[src/rtl/module_alu_shift_l_seq.sv]
// Purpose: bit-serial left shifter, one bit per clock, with a fill bit and a carry-out of the last MSB.
// Latency: N+1 cycles from start accept to the done_o cycle, N = min(ALUB_i, W+1).
// Backpressure: none; start_i is sampled only in IDLE, ignored while busy, never queued.
//
// Ports:
//   clk_i, rst_n_i      clock, asynchronous active-low reset
//   start_i             request a shift (honoured only in IDLE)
//   ALUA_i, ALUB_i      operand and unsigned shift amount
//   ALUFlagIn_i         bit shifted into the LSB on every step
//   busy_o, done_o      state decodes: not-IDLE, and the one-cycle DONE pulse
//   ALUResult_o         registered {carry, shifted value}

package pkg_bits;
  localparam int BITS_WIDTH = 4;
  typedef logic [BITS_WIDTH-1:0] bits_t;
  typedef logic [BITS_WIDTH:0]   bitsw_t;
endpackage

module module_alu_shift_l_seq #(
  parameter int BITS_WIDTH = pkg_bits::BITS_WIDTH
) (
  input  logic                  clk_i,
  input  logic                  rst_n_i,
  input  logic                  start_i,
  input  logic [BITS_WIDTH-1:0] ALUA_i,
  input  logic [BITS_WIDTH-1:0] ALUB_i,
  input  logic                  ALUFlagIn_i,
  output logic                  busy_o,
  output logic                  done_o,
  output logic [BITS_WIDTH:0]   ALUResult_o
);

  typedef enum logic [1:0] {
    IDLE  = 2'd0,
    SHIFT = 2'd1,
    DONE  = 2'd2
  } state_t;

  // Shifting W+1 or more positions flushes every original bit, carry included,
  // so the count saturates there to bound the latency.
  localparam int unsigned MAX_SHIFT = BITS_WIDTH + 1;
  localparam logic [BITS_WIDTH:0] CNT_MAX = MAX_SHIFT[BITS_WIDTH:0];
  localparam logic [BITS_WIDTH:0] CNT_ONE = {{BITS_WIDTH{1'b0}}, 1'b1};
  localparam logic [BITS_WIDTH:0] CNT_ZERO = '0;

  state_t                state;
  logic [BITS_WIDTH:0]   cnt;
  logic [BITS_WIDTH-1:0] sreg;
  logic                  carry;
  logic                  fill;

  logic [BITS_WIDTH:0]   cnt_load;

  // Count width is W+1 so both the raw amount and the saturation value fit.
  always_comb begin
    cnt_load = {1'b0, ALUB_i};
    if ({1'b0, ALUB_i} >= CNT_MAX) begin
      cnt_load = CNT_MAX;
    end
  end

  always_ff @(posedge clk_i or negedge rst_n_i) begin
    if (!rst_n_i) begin
      state <= IDLE;
      cnt   <= '0;
      sreg  <= '0;
      carry <= 1'b0;
      fill  <= 1'b0;
    end else begin
      case (state)
        IDLE: begin
          if (start_i) begin
            sreg  <= ALUA_i;
            carry <= 1'b0;
            fill  <= ALUFlagIn_i;
            cnt   <= cnt_load;
            state <= (cnt_load == CNT_ZERO) ? DONE : SHIFT;
          end
        end
        SHIFT: begin
          {carry, sreg} <= {sreg, fill};
          cnt           <= cnt - CNT_ONE;
          if (cnt == CNT_ONE) begin
            state <= DONE;
          end
        end
        DONE: begin
          // Always return to IDLE; a start seen here waits for the IDLE cycle.
          state <= IDLE;
        end
        default: begin
          state <= IDLE;
        end
      endcase
    end
  end

  assign busy_o      = (state != IDLE);
  assign done_o      = (state == DONE);
  assign ALUResult_o = {carry, sreg};

endmodule

[config.mk]
export PLATFORM = sky130hd
export DESIGN_NAME = module_alu_shift_l_seq
export DESIGN_NICKNAME = d
export VERILOG_FILES = /design/src/rtl/module_alu_shift_l_seq.sv
export SDC_FILE = /design/constraint.sdc
export NUM_CORES = 1
export LEC_CHECK = 0
export ABC_AREA = 1
export BUFFER_PORTS_ARGS = -buffer_cell sky130_fd_sc_hd__buf_4
export CAP_MARGIN = 10
export CORE_UTILIZATION = 54
export DETAILED_ROUTE_END_ITERATION = 16
export PLACE_DENSITY_LB_ADDON = 0.25
export SLEW_MARGIN = 30
export SYNTH_ARGS = -nofsm -noshare
export SYNTH_HDL_FRONTEND = slang
export SYNTH_SLANG_ARGS = --single-unit
[constraint.sdc]
create_clock -name clk_i -period 2.2 [get_ports clk_i]
set_clock_uncertainty 0.2 [all_clocks]
set_input_delay 0.33 -clock clk_i [delete_from_list [all_inputs] [get_ports clk_i]]
set_output_delay 0.33 -clock clk_i [all_outputs]
set_load 0.02 [all_outputs]
* After elaboration in Yosys (flattened, before gate mapping) *
Cells that the tools add are included.

cells by class
  reduce and logical (&&, ||, !) cells = 7
  magnitude comparators = 1
  eq/ne operators = 5
  add/subtract/negate cells = 1
  mux-type cells = 11

operator list
  operator             count
  $pmux 5 s2           1
  $mux 4               2
  $pmux 4 s2           1
  $mux 2               3
  $reduce_and 2->1     3
  $eq 5x1->1 const B   1
  $logic_not 5->1      1
  $mux 5               1
  $sub 5x1->5 const B  1
  $ge 4x3->1 const B   1
  $ne 2x2->1 const B   2
  $pmux 2 s2           1
  $reduce_bool 2->1    2
  $eq 2x1->1 const B   1
  $eq 2x2->1 const B   1
  $logic_not 2->1      1
  $pmux 1 s2           1
  $mux 1               1

word-level totals
  logic and storage cells = 30
  flip-flop bits (word level) = 13
  input port bits = 12
  output and inout bits = 7

* Logic depth before layout (Yosys ltp) *
  word-level depth = 6
  gate-level depth with buffers = 8
  depth with buffers taken out = 8

* Least setup slack after synthesis *
No wires, ideal clock.

  kind = register to output
  start point = register state[0]
  end point = output port done_o
  data arrival time = 746 ps
  buffers on the path = 0
  data required time = 1670 ps
  slack = 924 ps
  stages on the path, launching flop included = 2
  cell sequence = dfrtp_1 > nor2_1

on the way
  word-level cells in the longest chain between the ends = 1

RTL lines
  element                   RTL line  text
  start: declaration        46        state_t state;
  start signal: assignment  77        state <= (cnt_load == CNT_ZERO) ? DONE : SHIFT;
  $eq 2x2->1                99        assign done_o = (state == DONE);
  end: declaration          29        output logic done_o,

Every way passes these cells.

* Final worst setup path *
  start point = register state[0]
  end point = output port busy_o

on the way
  word-level cells in the longest chain between the ends = 1

RTL lines
  element            RTL line  text
  $reduce_bool 2->1  98        assign busy_o = (state != IDLE);
  end: declaration   28        output logic busy_o,

Every way passes these cells.

==> flow_metrics.env <==
export IMPL_syn_to_final_growth_pct=24.54
export IMPL_synth_net_count=121
export IMPL_cap_violations=0
export IMPL_finalCriticalPeriod_ps=1584
export IMPL_power_internal_w=0.0006870
export IMPL_ys_seq_area_share_pct=43.70
export IMPL_place_ws_ps=884.5
export IMPL_cts_tree="yes"
export IMPL_yosysUniqueCellTypes=15
export IMPL_grt_pass1_wl_um=2263
export IMPL_seq_power_share_pct=33.5
export IMPL_postCtsSetupRepairBufs=0
export IMPL_cp_start_kind="register"
export IMPL_gr_total_overflow=0
export IMPL_drt_total_wl_um=1469
export IMPL_cp_arrival_ps=1050
export IMPL_ant_nets=0
export IMPL_worstMarginPinSlew_ps=264.5
export IMPL_hpwl_um=1101
export IMPL_viasPerCell=4.701
export IMPL_p_leak_nw=0.5426
export IMPL_p_comb_share_pct=55.0
export IMPL_clock_path_buffers=2
export IMPL_p_per_area_nw_per_um2=1426
export IMPL_crit_required_ps=1670
export IMPL_finalSetupViolations=0
export IMPL_vias=677
export IMPL_cts_made_buffers=3
export IMPL_crit_family="flip-flops"
export IMPL_first_global_vias=583
export IMPL_p_switching_w=0.0006352
export IMPL_hold_start="ALUFlagIn_i"
export IMPL_rsz0062_at_grt="false"
export IMPL_slew_viol_final=0
export IMPL_path_clk_slew_ps=80
export IMPL_ir_drop_mv=0.6784
export IMPL_chipHeight_um=39.13
export IMPL_crit_path_top_delay_cell="dfrtp_1"
export IMPL_seqCellArea_um2=325.3
export IMPL_die_area_um2=1531
export IMPL_fillerInstances=107
export IMPL_drive_gt1_share_pct=20.93
export IMPL_max_slew_margin_pct=82.37
export IMPL_wire_per_inst_um=10.20
export IMPL_die_w_um=39.13
export IMPL_insertion_delay_ps=280
export IMPL_fmax_mhz=631.4
export IMPL_critPathKind="register to output port"
export IMPL_fin_crit_sh_pct=71.99
export IMPL_grt_max_degree=14
export IMPL_layout_common_cells="nand2_1, buf_4, dfrtp_1"
export IMPL_path_cells="inv_1, nand2_1, buf_4"
export IMPL_final_nets=144
export IMPL_cp_max_fo=6
export IMPL_status="finished clean"
export IMPL_io_pins=19
export IMPL_avgSynthCellArea_um2=6.958
export IMPL_final_common_cell="nand2_1"
export IMPL_pwr_share_clk_pct=11.5
export IMPL_synth_seq_cells=13
export IMPL_fin_tns_setup_ps=0
export IMPL_synthesis_area_um2=744.5
export IMPL_p_total_w=0.001322
export IMPL_drt_iter0_drc=5
export IMPL_reg2reg_from="state[1]"
export IMPL_h_tree_depth=1
export IMPL_crit_path_end_kind="output port"
export IMPL_cpPeakStageDelay_ps=480
export IMPL_core_area_um2=1285
export IMPL_multi_input_area_um2=352.8
export IMPL_rows=13
export IMPL_yosys_warnings=0
export IMPL_diodes=0
export IMPL_switching_share_pct=48.04
export IMPL_cts_root_buf="clkbuf_4"
export IMPL_port_buffers=18
export IMPL_cp_buffers_inverters=2
export IMPL_cp_startpoint="state[0]"
export IMPL_finalHoldViolCount=0
export IMPL_cts_resized=0
export IMPL_start_util_pct=57.94
export IMPL_grt_total_usage_pct=22.22
export IMPL_synthCells=107
export IMPL_cts_sinks=13
export IMPL_worst_slack_ps=616.3
export IMPL_grt_antenna_before_repair=0
export IMPL_drtPass1Iterations=2
export IMPL_dp_cells=139
export IMPL_hold_path_class="input port to register"
export IMPL_final_cell_count_no_fill=144
export IMPL_place_congestion=0.7294
export IMPL_drc_errors=0
## through the flow
step           hold slack (ps)  area, um2  utilization [%]
5_1_grt                  84.10      927.1            72.15
6_report                 70.26      927.1            72.15
4_1_cts                  68.28      927.1            72.15
2_1_floorplan           -165.6      744.5                -
3_5_place_dp            -11.39      890.9            69.33
3_3_place_gp            -13.16      890.9            69.33
## Yosys cell counts, drive strengths merged
cell    instances  area share (%)
a21oi           1            0.67
buf             1             1.0
clkinv          1             1.2
dfrtp          13              44
ha              2             3.4
inv            12             6.7
nand2          57              31
nand3           8             5.4
nor2            9             4.9
o21ai           3             2.0
## path summary, 6_finish.rpt
kind                                  to  slack, ps  depth (start not counted)
worst max-delay path              busy_o        620                          3
worst min-delay path                fill         70                          3
worst max register to register   sreg[2]        860                          6
max in group asynchronous        sreg[2]       1410                          2
min in group asynchronous       state[0]        220                          2
worst min register to register     carry        290                          2
## routing by layer
layer	global-route usage (%)	vias to the layer above	routed length [um]
met2	37.50	10	695
met4	10.34	0	21
met1	27.24	294	707
met3	3.468	4	44
met5	0	-	0
li1	-	369	-
## sequential cells by signal (all words and copies together), names as in the netlist
| signal | flops |
|---|---|
| fill | 1 |
| cnt | 5 |
| state | 2 |
| carry | 1 |
| sreg | 4 |
## kinds of logic (layout without fill, tap and decap cells)
| logic type | count (synthesis) | count (layout) | share of synthesized area (%) |
|---|---|---|---|
| compound gates | 4 | 4 | 2.688 |
| fa+ha+maj | 2 | 2 | 3.361 |
| buf+inv | 14 | 36 | 8.908 |
| flops | 13 | 13 | 43.70 |
| simple gates | 74 | 74 | 41.35 |
## power by group through the flow
stage	registers [W]	clock network (W)	logic, W
finish	0.000443	0.000152	0.000727
CTS	0.000442	0.000153	0.000735
floorplan	0.000470	0	0.000500
detailed placement	0.000445	0	0.000731
global placement	0.000442	0	0.000714
global route	0.000458	0.000162	0.000817
## cell type report
| class | count | area share [%] |
|---|---|---|
| clock buffer | 4 | 2.834 |
| inverter | 13 | 6.343 |
| multi-input combinational | 80 | 38.06 |
| sequential | 13 | 35.09 |
| tap | 15 | 2.024 |
| timing repair buffer | 19 | 15.65 |
## worst reg2reg max path: cells and delay by family, from the launching register on
family | cells | cell delay, ps
AND/OR/NAND/NOR | 4 | 430
buffers and inverters | 2 | 230
flip-flops | 1 | 370
## what timing repair did
item | 4_1_cts | 5_1_grt
hold endpoints to repair | 13 | 0
endpoints found under the setup margin | 0 | 0
hold buffers | 1 | 0
Power figures use the tool's default switching activity.
